[config.mk]
export PLATFORM = sky130hd
export DESIGN_NAME = spi_program_loader
export DESIGN_NICKNAME = d
export VERILOG_FILES = /design/src/rtl/loader_pkg.sv /design/src/rtl/spi_sync_edge.sv /design/src/rtl/spi_program_loader.sv
export SDC_FILE = /design/constraint.sdc
export NUM_CORES = 1
export LEC_CHECK = 0
export BUFFER_PORTS_ARGS = -buffer_cell sky130_fd_sc_hd__buf_2
export CORE_MARGIN = 3
export CORE_UTILIZATION = 62
export CTS_CLUSTER_DIAMETER = 150
export CTS_CLUSTER_SIZE = 28
export DETAILED_ROUTE_END_ITERATION = 10
export PLACE_DENSITY = 0.76
export SLEW_MARGIN = 20
export SYNTH_ARGS = -nofsm -noshare
export SYNTH_HDL_FRONTEND = slang
export SYNTH_HIERARCHICAL = 1
export SYNTH_SLANG_ARGS = --single-unit
[constraint.sdc]
create_clock -name clk -period 6.92 [get_ports clk]
set_clock_uncertainty 0.15 [all_clocks]
set_input_delay 0.346 -clock clk [delete_from_list [all_inputs] [get_ports clk]]
set_output_delay 0.346 -clock clk [all_outputs]
set_load 0.005 [all_outputs]
[src/rtl/loader_pkg.sv]
// -----------------------------------------------------------------------------
// loader_pkg
// Definitions shared by the SPI program loader and the downstream
// InstructionDecoder/ExecutionUnit pair.
//   - state_t           : loader FSM states (IDLE, LOAD, RUN, FINISH)
//   - FRAME_BITS        : width of one SPI instruction frame {opcode, operand}
//   - NOP_OPCODE_DEFAULT: opcode that decodes to no control line
//   - OPC_*             : opcode values understood by InstructionDecoder
// -----------------------------------------------------------------------------
package loader_pkg;

  typedef enum logic [1:0] {
    IDLE   = 2'd0,
    LOAD   = 2'd1,
    RUN    = 2'd2,
    FINISH = 2'd3
  } state_t;

  localparam int FRAME_BITS = 12;

  localparam logic [3:0] NOP_OPCODE_DEFAULT = 4'h0;

  // Opcode map shared with InstructionDecoder
  localparam logic [3:0] OPC_NOP    = 4'h0;
  localparam logic [3:0] OPC_LOAD_A = 4'h1;
  localparam logic [3:0] OPC_LOAD_B = 4'h2;
  localparam logic [3:0] OPC_ADD    = 4'h3;
  localparam logic [3:0] OPC_SUB    = 4'h4;
  localparam logic [3:0] OPC_AND    = 4'h5;
  localparam logic [3:0] OPC_OR     = 4'h6;
  localparam logic [3:0] OPC_OUT    = 4'hF;

endpackage

[src/rtl/spi_sync_edge.sv]
// -----------------------------------------------------------------------------
// spi_sync_edge
// Two-flop synchroniser for one asynchronous SPI line, followed by a history
// flop that yields registered single-cycle rise/fall pulses in the clk domain.
// Ports:
//   clk      in  system clock
//   reset    in  synchronous, active-low reset
//   async_in in  asynchronous input line
//   rise     out one-cycle pulse after a synchronised 0->1 transition
//   fall     out one-cycle pulse after a synchronised 1->0 transition
// RESET_VAL should match the idle level of the line so leaving reset does not
// fabricate an edge (0 for sck in mode 0, 1 for cs_n).
// -----------------------------------------------------------------------------
module spi_sync_edge #(
  parameter logic RESET_VAL = 1'b0
) (
  input  logic clk,
  input  logic reset,
  input  logic async_in,
  output logic rise,
  output logic fall
);

  logic meta_r;
  logic sync_r;
  logic prev_r;
  logic rise_r;
  logic fall_r;

  // Synchroniser chain, history flop and registered edge pulses
  always_ff @(posedge clk) begin
    if (!reset) begin
      meta_r <= RESET_VAL;
      sync_r <= RESET_VAL;
      prev_r <= RESET_VAL;
      rise_r <= 1'b0;
      fall_r <= 1'b0;
    end else begin
      meta_r <= async_in;
      sync_r <= meta_r;
      prev_r <= sync_r;
      rise_r <= sync_r & ~prev_r;
      fall_r <= ~sync_r & prev_r;
    end
  end

  assign rise = rise_r;
  assign fall = fall_r;

endmodule

[src/rtl/spi_program_loader.sv]
// -----------------------------------------------------------------------------
// spi_program_loader
// Upstream stage of ExecutionUnit. A mode-0 SPI slave collects 12-bit
// {opcode, operand} frames into a program buffer; a rising edge on run replays
// the buffer one instruction per STEP_CYCLES clocks, then pulses start.
// Ports:
//   clk, reset          system clock, synchronous active-low reset
//   spi_sck/cs_n/mosi   SPI slave inputs (asynchronous, f_sck <= f_clk/4)
//   spi_miso            SPI slave output (echo of previous frame, see below)
//   run                 level; rising edge in IDLE starts replay
//   opcode, operand     instruction bus to ExecutionUnit (NOP/0 when idle)
//   start               one-cycle pulse after the last instruction
//   busy                high in LOAD, RUN and FINISH
//   prog_len            number of stored instructions
//   overflow            sticky: a frame arrived with the buffer full
// Configuration macro SPI_LOADER_ECHO_EN: when defined, spi_miso shifts out the
// previously completed frame during LOAD; otherwise spi_miso is tied low.
// -----------------------------------------------------------------------------
module spi_program_loader
  import loader_pkg::*;
#(
  parameter int                          ROM_ADDRESS_WIDTH = 5,
  parameter int                          INPUT_DATA_WIDTH  = 4,
  parameter int                          STEP_CYCLES       = 1,
  parameter logic [INPUT_DATA_WIDTH-1:0] NOP_OPCODE        = NOP_OPCODE_DEFAULT
) (
  input  logic                            clk,
  input  logic                            reset,
  input  logic                            spi_sck,
  input  logic                            spi_cs_n,
  input  logic                            spi_mosi,
  output logic                            spi_miso,
  input  logic                            run,
  output logic [INPUT_DATA_WIDTH-1:0]     opcode,
  output logic [2*INPUT_DATA_WIDTH-1:0]   operand,
  output logic                            start,
  output logic                            busy,
  output logic [ROM_ADDRESS_WIDTH:0]      prog_len,
  output logic                            overflow
);

  localparam int AW    = ROM_ADDRESS_WIDTH;
  localparam int OW    = 2 * INPUT_DATA_WIDTH;
  localparam int FW    = INPUT_DATA_WIDTH + OW;
  localparam int DEPTH = 2 ** AW;
  localparam int BW    = $clog2(FW);
  localparam int SW    = (STEP_CYCLES > 1) ? $clog2(STEP_CYCLES) : 1;

  localparam logic [AW:0]   FULL      = (AW + 1)'(DEPTH);
  localparam logic [BW-1:0] LAST_BIT  = BW'(FW - 1);
  localparam logic [SW-1:0] LAST_STEP = SW'(STEP_CYCLES - 1);

  // Synchronised SPI events
  logic sck_rise_s;
  logic sck_fall_s;
  logic cs_rise_s;
  logic cs_fall_s;
  logic mosi_meta_r;
  logic mosi_sync_r;

  // Architectural state and next-state values
  state_t        state_r,    state_nx;
  logic          run_prev_r;
  logic [BW-1:0] bit_cnt_r,  bit_cnt_nx;
  logic [FW-2:0] shift_r,    shift_nx;
  logic [AW:0]   prog_len_r, prog_len_nx;
  logic          overflow_r, overflow_nx;
  logic [AW:0]   pc_r,       pc_nx;
  logic [SW-1:0] step_r,     step_nx;
  logic [INPUT_DATA_WIDTH-1:0] opcode_r, opcode_nx;
  logic [OW-1:0] operand_r,  operand_nx;
  logic          start_r,    start_nx;
  logic          busy_r;

  // Buffer ports
  logic [FW-1:0] mem_r [DEPTH];
  logic          wr_en_s;
  logic [FW-1:0] wr_data_s;
  logic [AW-1:0] rd_addr_s;
  logic [FW-1:0] rd_data_s;
  logic [AW:0]   pc_inc_s;
  logic          run_rise_s;
  logic          frame_end_s;

  spi_sync_edge #(.RESET_VAL(1'b0)) u_sck_sync (
    .clk      (clk),
    .reset    (reset),
    .async_in (spi_sck),
    .rise     (sck_rise_s),
    .fall     (sck_fall_s)
  );

  spi_sync_edge #(.RESET_VAL(1'b1)) u_cs_sync (
    .clk      (clk),
    .reset    (reset),
    .async_in (spi_cs_n),
    .rise     (cs_rise_s),
    .fall     (cs_fall_s)
  );

  // mosi only needs to be stable around the synchronised sck rise, so no edge detect
  always_ff @(posedge clk) begin
    if (!reset) begin
      mosi_meta_r <= 1'b0;
      mosi_sync_r <= 1'b0;
    end else begin
      mosi_meta_r <= spi_mosi;
      mosi_sync_r <= mosi_meta_r;
    end
  end

  assign run_rise_s  = run & ~run_prev_r;
  assign pc_inc_s    = pc_r + 1'b1;
  assign wr_data_s   = {shift_r, mosi_sync_r};
  assign frame_end_s = (state_r == LOAD) && !cs_rise_s && sck_rise_s && (bit_cnt_r == LAST_BIT);

  // Read address: slot 0 when launching a run, otherwise the instruction after pc
  always_comb begin
    rd_addr_s = '0;
    if (state_r == RUN) begin
      rd_addr_s = pc_inc_s[AW-1:0];
    end else begin
      rd_addr_s = '0;
    end
  end

  assign rd_data_s = mem_r[rd_addr_s];

  // Program buffer write port (contents are not reset)
  always_ff @(posedge clk) begin
    if (wr_en_s) begin
      mem_r[prog_len_r[AW-1:0]] <= wr_data_s;
    end
  end

  // FSM next-state and next-output logic
  always_comb begin
    state_nx    = state_r;
    bit_cnt_nx  = bit_cnt_r;
    shift_nx    = shift_r;
    prog_len_nx = prog_len_r;
    overflow_nx = overflow_r;
    pc_nx       = pc_r;
    step_nx     = step_r;
    opcode_nx   = NOP_OPCODE;
    operand_nx  = '0;
    start_nx    = 1'b0;
    wr_en_s     = 1'b0;

    case (state_r)
      IDLE: begin
        if (cs_fall_s) begin
          state_nx    = LOAD;
          prog_len_nx = '0;
          overflow_nx = 1'b0;
          bit_cnt_nx  = '0;
        end else if (run_rise_s) begin
          pc_nx   = '0;
          step_nx = '0;
          if (prog_len_r == '0) begin
            state_nx = FINISH;
            start_nx = 1'b1;
          end else begin
            // Output registers load slot 0 now so it shows the next cycle
            state_nx   = RUN;
            opcode_nx  = rd_data_s[FW-1:OW];
            operand_nx = rd_data_s[OW-1:0];
          end
        end else begin
          state_nx = IDLE;
        end
      end

      LOAD: begin
        if (cs_rise_s) begin
          // Any partial frame is abandoned; bit_cnt is cleared on the next entry
          state_nx = IDLE;
        end else if (sck_rise_s) begin
          shift_nx = wr_data_s[FW-2:0];
          if (bit_cnt_r == LAST_BIT) begin
            bit_cnt_nx = '0;
            if (prog_len_r == FULL) begin
              overflow_nx = 1'b1;
            end else begin
              wr_en_s     = 1'b1;
              prog_len_nx = prog_len_r + 1'b1;
            end
          end else begin
            bit_cnt_nx = bit_cnt_r + 1'b1;
          end
        end else begin
          state_nx = LOAD;
        end
      end

      RUN: begin
        if (step_r == LAST_STEP) begin
          step_nx = '0;
          if (pc_r == prog_len_r - 1'b1) begin
            state_nx = FINISH;
            start_nx = 1'b1;
          end else begin
            pc_nx      = pc_inc_s;
            opcode_nx  = rd_data_s[FW-1:OW];
            operand_nx = rd_data_s[OW-1:0];
          end
        end else begin
          step_nx    = step_r + 1'b1;
          opcode_nx  = opcode_r;
          operand_nx = operand_r;
        end
      end

      FINISH: begin
        state_nx = IDLE;
      end

      default: begin
        state_nx = IDLE;
      end
    endcase
  end

  // FSM state and registered outputs
  always_ff @(posedge clk) begin
    if (!reset) begin
      state_r    <= IDLE;
      run_prev_r <= 1'b0;
      bit_cnt_r  <= '0;
      shift_r    <= '0;
      prog_len_r <= '0;
      overflow_r <= 1'b0;
      pc_r       <= '0;
      step_r     <= '0;
      opcode_r   <= NOP_OPCODE;
      operand_r  <= '0;
      start_r    <= 1'b0;
      busy_r     <= 1'b0;
    end else begin
      state_r    <= state_nx;
      run_prev_r <= run;
      bit_cnt_r  <= bit_cnt_nx;
      shift_r    <= shift_nx;
      prog_len_r <= prog_len_nx;
      overflow_r <= overflow_nx;
      pc_r       <= pc_nx;
      step_r     <= step_nx;
      opcode_r   <= opcode_nx;
      operand_r  <= operand_nx;
      start_r    <= start_nx;
      busy_r     <= (state_nx != IDLE);
    end
  end

  assign opcode   = opcode_r;
  assign operand  = operand_r;
  assign start    = start_r;
  assign busy     = busy_r;
  assign prog_len = prog_len_r;
  assign overflow = overflow_r;

`ifdef SPI_LOADER_ECHO_EN
  logic [FW-1:0] echo_frame_r;
  logic          miso_r;
  logic [BW-1:0] echo_idx_s;

  // bit_cnt already counts the bits received, so it points at the next bit to send
  assign echo_idx_s = LAST_BIT - bit_cnt_r;

  // Echo of the previously completed frame, advanced on sck fall
  always_ff @(posedge clk) begin
    if (!reset) begin
      echo_frame_r <= '0;
      miso_r       <= 1'b0;
    end else if ((state_r == IDLE) && cs_fall_s) begin
      echo_frame_r <= '0;
      miso_r       <= 1'b0;
    end else if ((state_r == LOAD) && !cs_rise_s) begin
      if (frame_end_s) begin
        echo_frame_r <= wr_data_s;
      end
      if (sck_fall_s) begin
        miso_r <= echo_frame_r[echo_idx_s];
      end
    end else begin
      miso_r <= 1'b0;
    end
  end

  assign spi_miso = miso_r;
`else
  logic sck_fall_unused_s;
  logic frame_end_unused_s;

  assign sck_fall_unused_s  = sck_fall_s;
  assign frame_end_unused_s = frame_end_s;
  assign spi_miso           = 1'b0;
`endif

endmodule

==> results.cfg, run 1 <==
[worst_hold_path]
hp-class = in -> reg

[clock_tree]
cts-root-buf = sky130_fd_sc_hd__clkbuf_16
post_cts.repair.setup_buffers = 0
number_of_resized_instances_in_the_post_cts_repair_step = 0
tritoncts = built
max-clock-path-buffers = 3
clk_pin_slew_ns = 0.10
cts_made_buffers = 19
htree_num_levels = 1
cts-hold-fix-buffers = 4
worst_skew_late_latency_ns = 0.52
cts.sink_count = 440

[floorplan]
core.rowCount = 61
num_io_pins = 28
design.die.area_um2 = 31400
chipWidth_um = 177
chipHeight_um = 177
core_area_um2 = 28300
initial_utilization = 0.641

[worst_setup_path]
r2r_setup_slack_ns = 2.73
cpPeakStageDelay_ns = 0.77
critPathSlowestCell = sky130_fd_sc_hd__dfxtp_4
critPathCaptureType = register
crit_type = reg -> reg
timing.critical_path.required_ns = 7.23
critical_path_arrival_ns = 4.50
cell_chain_critical_path = ha_2 > buf_4 > inv_1 > nand3_1 > o32ai_1 > a31oi_1 > a32oi_1 > and4_1
cp.buffers_inverters = 2
critPathLaunchType = register
critical-path-top-delay-family = compound AO/OA/AOI/OAI gates
cp_max_fo = 60

[synthesis]
number_of_warnings_printed_during_yosys_synthesis = 6
synth.avg_cell_area_um2 = 13.2
synth.net_count = 1390
postSynthCellCount = 1378
syn-cell-area_um2 = 18100

[finish]
finalCoreUtilization = 0.676
number_of_inserted_diodes = 0
num-nets-final = 1361
syn_to_final_growth_pct = 5.56
post_route_cells_drive_above_1_share = 0.0830

[global_routing]
overflow = 0
antenna_found_initial = 0
grt_max_degree = 87
track_usage = 0.271
via_count_of_the_first_global_routing_pass = 10700
grt_pass1_wl_um = 64300

[sta]
timing.final.max_slew_violations = 0
fin_crit_sh = 0.605
hold_ws_ns = 0.117
slew-limit-headroom = 0.257
timing_worst_slew_pin_value_ns = 1.11
tns_ns = 0
achievable-frequency_mhz = 239
final.setup.worst_slack_ns = 2.73
final_period_demand_of_the_worst_path_ns = 4.19
timing.final.setup_violations = 0
unrepaired_setup_endpoints_after_global_routing = false
finalHoldViolCount = 0

[power]
post_layout_power_uw = 4390
power-per-cell-area_nw_per_um2 = 229
leak_pwr_uw = 0.00618
vdd.ir_drop.worst_mv = 0.143

[drt]
post_drt_via_cell_ratio = 6.39
drt_first_pass_iters = 8
average_wire_per_cell_in_the_routed_design_um = 24.1
drtIter0Drc = 1444
route.vias.total = 11100
residual_drc = 0
finalWirelength_um = 41900
drt.antenna.violating_nets = 0

[flow_run]
cap_violations = 0

[placed_design]
portBuffers = 26
place_worst_setup_slack_ns = 2.86
place.detailed.hpwl_um = 24900
finalWeightedCongestion = 0.879

[status]
run_status = complete, no violations
-- worst reg2reg max path: cells and delay by family (launching register included) --
family,cells,cell delay (ns)
DFF,1,0.77
adders and majority gates,1,0.43
buffers and inverters,2,0.86
and+or+nand+nor,2,0.83
AOI/OAI and AO/OA,3,1.11
-- metal layers --
layer | vias up | part of all wire | global-route usage
li1 | 5084 | - | -
met1 | 5391 | 0.41 | 0.403
met2 | 561 | 0.46 | 0.416
met3 | 82 | 0.098 | 0.0418
met4 | 0 | 0.036 | 0.0894
met5 | - | 0 | 0
-- report_power, final --
group	leakage (uW)	switching [uW]	internal [uW]
registers	0.00407	16.4	2850
logic	0.00185	161	84.7
clock network	0.000254	751	529
total	0.00618	928	3460
-- state kept, by name (all words and copies together) (netlist names), 2 cells and up --
register and cells:
shift_r 11, bit_cnt_r 4, opcode 4, mem_r 384
pc_r 6, prog_len 6, state_r 2, operand 8
-- through the flow --
| step | cell area (um2) | instances |
|---|---|---|
| 6_report | 19200 | 1739 |
| 5_1_grt | 19200 | 1739 |
| 3_5_place_dp | 18500 | 1702 |
| 4_1_cts | 19100 | 1739 |
| 3_3_place_gp | 18500 | 1702 |
| 2_1_floorplan | 18100 | 1378 |
-- cell usage in the layout (no fill, tap or decap), drive strengths merged, types with 11 or more instances in the layout --
master	count
clkbuf	32
nand3	12
a21oi	119
xnor2	11
inv	65
o32ai	12
edfxtp	384
a21boi	13
o21ai	48
dfxtp	56
nor2	97
a31oi	13
and4	12
nand2b	12
nand2	77
a32oi	12
buf	44
nor2b	28
o221ai	34
mux2i	94
nor3	83
o211ai	23
-- final timing paths --
kind	startpoint	end	cells past startpoint
worst max-delay path	pc_r[0]	opcode[3]	8
worst min-delay path	reset	u_cs_sync/sync_r	2
worst max register to register	pc_r[0]	opcode[3]	8
worst min register to register	u_cs_sync/meta_r	u_cs_sync/sync_r	1
-- final cells by class --
class	instances	area, um2
flip-flops and latches	440	12700
repair buffers	48	305
inverters	64	240
fillers	2002	9160
clock inverters	1	8.76
well taps	378	473
clock buffers	32	524
multi-input cells	776	4940
Note: power is estimated with default switching activity, not from simulation.
==> inputs of run 2 (changes only) <==
--- a/config.mk
+++ b/config.mk
@@ -7,11 +7,11 @@
 export LEC_CHECK = 0
 export BUFFER_PORTS_ARGS = -buffer_cell sky130_fd_sc_hd__buf_2
 export CORE_MARGIN = 3
-export CORE_UTILIZATION = 62
+export CORE_UTILIZATION = 57
 export CTS_CLUSTER_DIAMETER = 150
 export CTS_CLUSTER_SIZE = 28
 export DETAILED_ROUTE_END_ITERATION = 10
-export PLACE_DENSITY = 0.76
+export PLACE_DENSITY = 0.73
 export SLEW_MARGIN = 20
 export SYNTH_ARGS = -nofsm -noshare
 export SYNTH_HDL_FRONTEND = slang
==> constraint.sdc (replaced) <==
create_clock -name clk -period 3.5 [get_ports clk]
set_clock_uncertainty 0.15 [all_clocks]
set_input_delay 0.175 -clock clk [delete_from_list [all_inputs] [get_ports clk]]
set_output_delay 0.175 -clock clk [all_outputs]
set_load 0.005 [all_outputs]
==> run 2 against run 1 <==
Net effect: via count shrank 0.22%; clock power increased by 100%; non-clock buffer count up 17; core utilization is 5.3 points lower; register-to-register slack worse by 2.7 ns; die area increased by 8.5%; critical endpoint is now mem_r[12][9].
==> results.cfg, run 2 (synthesized netlist as in run 1, its figures left out) <==
[floorplan]
chipHeight_um = 184
design.die.area_um2 = 34000
initial_utilization = 0.586
num_io_pins = 28
core_area_um2 = 31000
chipWidth_um = 184
core.rowCount = 64

[finish]
num-nets-final = 1378
post_route_cells_drive_above_1_share = 0.0893
largest_register_ffs = 384
layout.cells.most_common = sky130_fd_sc_hd__edfxtp_1
number_of_inserted_diodes = 0
multiInputGateArea_um2 = 4920
seq_area_um2 = 12700
finish.instance_area_um2 = 19300
layout_common_cells = sky130_fd_sc_hd__edfxtp_1, sky130_fd_sc_hd__a21oi_1, sky130_fd_sc_hd__mux2i_1, sky130_fd_sc_hd__nor2_1, sky130_fd_sc_hd__nor3_1
syn_to_final_growth_pct = 6.54
fillerInstances = 2340

[placed_design]
portBuffers = 26
placement.cell_area_um2 = 18700
place.detailed.hpwl_um = 26200
finalWeightedCongestion = 0.871

[power]
power-per-cell-area_nw_per_um2 = 451
switchingPower_uw = 1860
share_clk_of_total_power = 0.295
p_int_uw = 6860
post_layout_power_uw = 8710
switching_share = 0.213
sequentialPowerShare = 0.648
combPwrFrac = 0.057
leak_pwr_uw = 0.00627
vdd.ir_drop.worst_mv = 0.383

[worst_hold_path]
hp-class = in -> reg
worst_hold_path.endpoint = mosi_meta_r
hold_path_startpoint = spi_mosi
holdPathStages = 3

[global_routing]
overflow = 0
grt_max_degree = 151
via_count_of_the_first_global_routing_pass = 10500
antenna_found_initial = 0
grt_pass1_wl_um = 64100
track_usage = 0.248

[worst_setup_path]
crit_type = reg -> reg
critPathCaptureType = register
timing.critical_path.required_ns = 3.51
reg2regPathDepth = 7
reg2reg_from = prog_len[0]
critPathLaunchType = register
reg2reg_to = mem_r[12][9]
critical_path_arrival_ns = 3.47
r2r_setup_slack_ns = 0.04
cp_max_fo = 12

[sta]
unrepaired_setup_endpoints_after_global_routing = true
hold_ws_ns = 0.237
timing_worst_slew_pin_value_ns = 1.01
timing.final.max_slew_violations = 0
final_period_demand_of_the_worst_path_ns = 3.46
achievable-frequency_mhz = 289
fin_crit_sh = 0.989
slew-limit-headroom = 0.323
timing.final.setup_violations = 0
finalHoldViolCount = 0

[clock_tree]
cts-root-buf = sky130_fd_sc_hd__clkbuf_16
max-clock-path-buffers = 3
tritoncts = built
clk_pin_slew_ns = 0.10
cts_made_buffers = 19
htree_num_levels = 1
worst_skew_late_latency_ns = 0.54
cts.sink_count = 440

[status]
run_status = complete, no violations

[drt]
drtIter0Drc = 1434
residual_drc = 0
average_wire_per_cell_in_the_routed_design_um = 23.8
drt_first_pass_iters = 5
drt.antenna.violating_nets = 0
finalWirelength_um = 42200
route.vias.total = 11100
post_drt_via_cell_ratio = 6.25

[flow_run]
cap_violations = 0
-- run 2: cell types whose count changed in the layout (fill, tap and decap cells not counted) --
cell | before | now
sky130_fd_sc_hd__o32ai_1 | 12 | 11
sky130_fd_sc_hd__dlygate4sd3_1 | 4 | 6
sky130_fd_sc_hd__buf_4 | 18 | 30
sky130_fd_sc_hd__dfxtp_1 | 49 | 44
sky130_fd_sc_hd__o32ai_2 | 0 | 1
sky130_fd_sc_hd__buf_12 | 0 | 3
sky130_fd_sc_hd__dfxtp_2 | 6 | 11
sky130_fd_sc_hd__nor2_2 | 25 | 14
sky130_fd_sc_hd__nor2_1 | 72 | 83
-- run 2: power groups by stage --
stage,registers (uW),logic [uW],clock network [uW]
after global placement,5770,476,0
after floorplan,5760,357,0
after detailed placement,5770,484,0
after CTS,5650,491,2590
after global routing,5650,541,2790
final,5650,499,2570
-- run 2: routing by layer --
| layer | vias up | global-route usage | routed length (um) |
|---|---|---|---|
| li1 | 5110 | - | - |
| met1 | 5383 | 0.382 | 18300 |
| met2 | 526 | 0.375 | 19000 |
| met3 | 74 | 0.0330 | 3590 |
| met4 | 0 | 0.0726 | 1290 |
| met5 | - | 0 | 0 |
-- run 2: cell type report --
| cell class | instances | share of cell area |
|---|---|---|
| Tap cell | 396 | 0.0256 |
| Clock inverter | 1 | 0.000453 |
| Multi-Input combinational cell | 776 | 0.254 |
| Clock buffer | 32 | 0.0271 |
| Timing Repair Buffer | 65 | 0.0246 |
| Sequential cell | 440 | 0.655 |
| Inverter | 64 | 0.0124 |
-- run 2: per-stage QoR --
step	setup WS [ns]	setup TNS [ns]	instances	util
CTS	0.0580	0	1774	0.623
global placement	0.253	0	1735	0.603
detailed placement	0.0846	0	1735	0.604
floorplan	0.819	0	1378	-
global route	-0.188	-14.19	1774	0.624
finish	0.0368	0	1774	0.624
-- run 2: worst max path at each step --
stage                            from           end  cells past startpoint
final                     prog_len[0]  mem_r[12][9]                      7
after global routing      prog_len[0]   mem_r[8][7]                      7
after CTS                 prog_len[0]  mem_r[20][6]                      7
after detailed placement  prog_len[0]  mem_r[12][9]                      7
after global placement    prog_len[0]  mem_r[20][5]                      7
after floorplan           prog_len[0]   mem_r[0][0]                      7
-- run 2: repair_timing --
item	in CTS	in global routing
setup buffers	0	0
hold endpoints to repair	12	0
hold buffers	6	0
setup endpoints to repair	0	240
gates resized for setup	0	13
-- run 2: critical path: stages (launching register included) --
cell                      delay, ns
sky130_fd_sc_hd__dfxtp_1       0.52
sky130_fd_sc_hd__inv_1         0.15
sky130_fd_sc_hd__ha_1          0.29
sky130_fd_sc_hd__or3b_2        0.25
sky130_fd_sc_hd__o311a_1       0.19
sky130_fd_sc_hd__and3_1        0.24
sky130_fd_sc_hd__nand2_1       0.38
sky130_fd_sc_hd__nor2_1        0.92
==> inputs of run 3 (changes only) <==
--- a/config.mk
+++ b/config.mk
@@ -15,5 +15,4 @@
 export SLEW_MARGIN = 20
 export SYNTH_ARGS = -nofsm -noshare
 export SYNTH_HDL_FRONTEND = slang
-export SYNTH_HIERARCHICAL = 1
 export SYNTH_SLANG_ARGS = --single-unit
==> run 3 against run 2 <==
Net effect: total power up 1.6%; die area up 1.1%; core utilization down 0.12 points; synthesized area up 1.1%; first-iteration DRC count up 20%; non-clock buffer count up 35; count of clock-buffer cells in the layout unchanged; routed wire length up 6.3%; sequential power about the same.
==> results.cfg, run 3 <==
[status]
run_status = complete, no violations

[power]
p_int_uw = 6890
switchingPower_uw = 1970
leak_pwr_uw = 0.00641
power-per-cell-area_nw_per_um2 = 449
combPwrFrac = 0.067
sequentialPowerShare = 0.640
switching_share = 0.222
vdd.ir_drop.worst_mv = 0.352
share_clk_of_total_power = 0.293

[finish]
layout.cells.most_common = sky130_fd_sc_hd__edfxtp_1
largest_register_ffs = 384
seq_area_um2 = 12700
syn_to_final_growth_pct = 7.36
layout_common_cells = sky130_fd_sc_hd__edfxtp_1, sky130_fd_sc_hd__mux2i_1, sky130_fd_sc_hd__nor2_1, sky130_fd_sc_hd__nand2b_1, sky130_fd_sc_hd__o31ai_1
fillerInstances = 2325
number_of_inserted_diodes = 0
multiInputGateArea_um2 = 5150
post_route_cells_drive_above_1_share = 0.108
num-nets-final = 1336

[floorplan]
chipWidth_um = 185
num_io_pins = 28
core.rowCount = 65
core_area_um2 = 31600
chipHeight_um = 185
initial_utilization = 0.580
design.die.area_um2 = 34400

[sta]
slew-limit-headroom = 0.293
timing.final.setup_violations = 0
timing.final.max_slew_violations = 0
timing_worst_slew_pin_value_ns = 1.06
tns_ns = 0
achievable-frequency_mhz = 329
final_period_demand_of_the_worst_path_ns = 3.04
unrepaired_setup_endpoints_after_global_routing = false
final.setup.worst_slack_ns = 0.463
fin_crit_sh = 0.868
finalHoldViolCount = 0

[global_routing]
globalRouteMet1Util = 0.375
via_count_of_the_first_global_routing_pass = 10700
grt_pass1_wl_um = 67000
gr_busiest_metal = met2
global_route.usage.met2 = 0.418
groute.layer.met3.usage = 0.0383
antenna_found_initial = 0
track_usage = 0.262
overflow = 0
grt_max_degree = 196

[synthesis]
yosys.cell_count.top_type = sky130_fd_sc_hd__edfxtp_1
yosysSeqAreaShare = 0.690
post_synth_cell_types = 63
post_synth_xor_area_fraction = 0.00764
synth-async-reset-ratio = 0
syn-cell-area_um2 = 18300
postSynthCellCount = 1304
number_of_warnings_printed_during_yosys_synthesis = 0
yosys.area.top_type_share = 0.628
synth.avg_cell_area_um2 = 14.1
synth_compound_gate_area_share = 0.120
synth_area_leaders = sky130_fd_sc_hd__edfxtp_1, sky130_fd_sc_hd__dfxtp_1, sky130_fd_sc_hd__mux2i_1
synth_edf_count = 384
synth_simple_gate_area_frac = 0.0899
synth.net_count = 1316
synth_mux_area_frac = 0.0575
synth_adder_area_share = 0.00409
synth_top_family_by_area = compound AO/OA/AOI/OAI gates
postSynth.topFlopCell = sky130_fd_sc_hd__edfxtp_1
netlist_top_cells_count = sky130_fd_sc_hd__edfxtp_1, sky130_fd_sc_hd__mux2i_1, sky130_fd_sc_hd__nor2_1, sky130_fd_sc_hd__nand2b_1, sky130_fd_sc_hd__o31ai_1
synth_seq_cells = 440
yosys_top_cell_by_area = sky130_fd_sc_hd__edfxtp_1

[clock_tree]
post_cts.repair.setup_buffers = 0
max-clock-path-buffers = 3
htree_num_levels = 1
cts_made_buffers = 19
clk_pin_slew_ns = 0.10
number_of_resized_instances_in_the_post_cts_repair_step = 0
cts.sink_count = 440
worst_skew_late_latency_ns = 0.55
tritoncts = built
cts-root-buf = sky130_fd_sc_hd__clkbuf_16

[worst_setup_path]
timing.critical_path.required_ns = 3.84
critical_path_arrival_ns = 3.38
cp_max_fo = 34
critPathLaunchType = register
critPathCaptureType = register
crit_type = reg -> reg
reg2regPathDepth = 7

[drt]
residual_drc = 0
drt.antenna.violating_nets = 0
drt_first_pass_iters = 8
finalWirelength_um = 44900
route.vias.total = 11300
drtIter0Drc = 1721
post_drt_via_cell_ratio = 6.50
average_wire_per_cell_in_the_routed_design_um = 25.8

[worst_hold_path]
hp-class = in -> reg
holdPathStages = 3

[placed_design]
portBuffers = 26
place.detailed.hpwl_um = 27400
place_worst_setup_slack_ns = 0.542
finalWeightedCongestion = 0.906

[flow_run]
cap_violations = 0
-- run 3: cell count changes in the layout (fill, tap and decap cells not counted), sizes merged, moves of 12 or more --
cell	previous run	this run
o32ai	12	0
nor3	83	20
o31ai	1	77
nand2b	12	89
nor2b	28	6
o21ai	48	7
a21oi	119	41
buf	59	94
o221ai	34	13
a221oi	0	54
a211oi	6	21
inv	65	21
-- run 3: layout make-up --
class,count,share of cell area
flip-flops and latches,440,0.643
multi-input cells,743,0.262
repair buffers,100,0.0387
clock buffers,32,0.0266
well taps,402,0.0255
inverters,20,0.00381
clock inverters,1,0.000445
-- run 3: worst paths after layout --
path | slack (ns) | startpoint | endpoint
max | 0.46 | state_r[0] | opcode[1]
min reg2reg | 0.24 | u_sck_sync.prev_r | u_sck_sync.rise
max reg2reg | 0.46 | state_r[0] | opcode[1]
min | 0.21 | spi_mosi | mosi_meta_r
-- run 3: power groups by stage --
stage                     sequential (uW)  clock, uW  combinational (uW)
after CTS                            5660       2630                 588
final                                5660       2590                 595
after global routing                 5660       2800                 643
after global placement               5780          0                 577
after floorplan                      5760          0                 446
after detailed placement             5780          0                 582
-- run 3: worst max-delay path: stages, from the launching register on --
cell,delay (ns)
sky130_fd_sc_hd__dfxtp_1,0.69
sky130_fd_sc_hd__nand2b_4,0.39
sky130_fd_sc_hd__buf_4,0.43
sky130_fd_sc_hd__o31ai_1,0.11
sky130_fd_sc_hd__a221oi_1,0.48
sky130_fd_sc_hd__a211oi_1,0.15
sky130_fd_sc_hd__a311oi_1,0.33
sky130_fd_sc_hd__and3_1,0.22
-- run 3: repair_timing --
| action | 4_1_cts | 5_1_grt |
|---|---|---|
| hold buffers | 6 | 0 |
| endpoints found under the hold margin | 8 | 0 |
| setup endpoints to repair | 0 | 0 |
-- run 3: kinds of logic (layout without fill, tap and decap cells) --
| group | count (synthesis) | after routing |
|---|---|---|
| AOI/OAI and AO/OA | 292 | 292 |
| adders and majority gates | 6 | 6 |
| other | 1 | 1 |
| buffers and inverters | 121 | 153 |
| and+or+nand+nor | 327 | 327 |
| muxes | 101 | 101 |
| xor gates and xnor gates | 16 | 16 |
| DFF | 440 | 440 |
-- run 3: metal layers --
metal | vias to the layer above | routed length [um]
met4 | 0 | 1630
met1 | 5625 | 18100
met3 | 95 | 3940
met2 | 532 | 21200
met5 | - | 0
li1 | 5050 | -
-- run 3: per-stage QoR --
stage | hold slack, ns | cell area (um2) | total power [uW] | std cells | util
after floorplan | 0.126 | 18300 | 6210 | 1304 | -
after global placement | 0.208 | 19100 | 6360 | 1699 | 0.604
after detailed placement | 0.208 | 19100 | 6360 | 1699 | 0.604
after CTS | 0.215 | 19700 | 8880 | 1738 | 0.623
after global routing | 0.241 | 19700 | 9100 | 1738 | 0.623
final | 0.212 | 19700 | 8850 | 1738 | 0.623
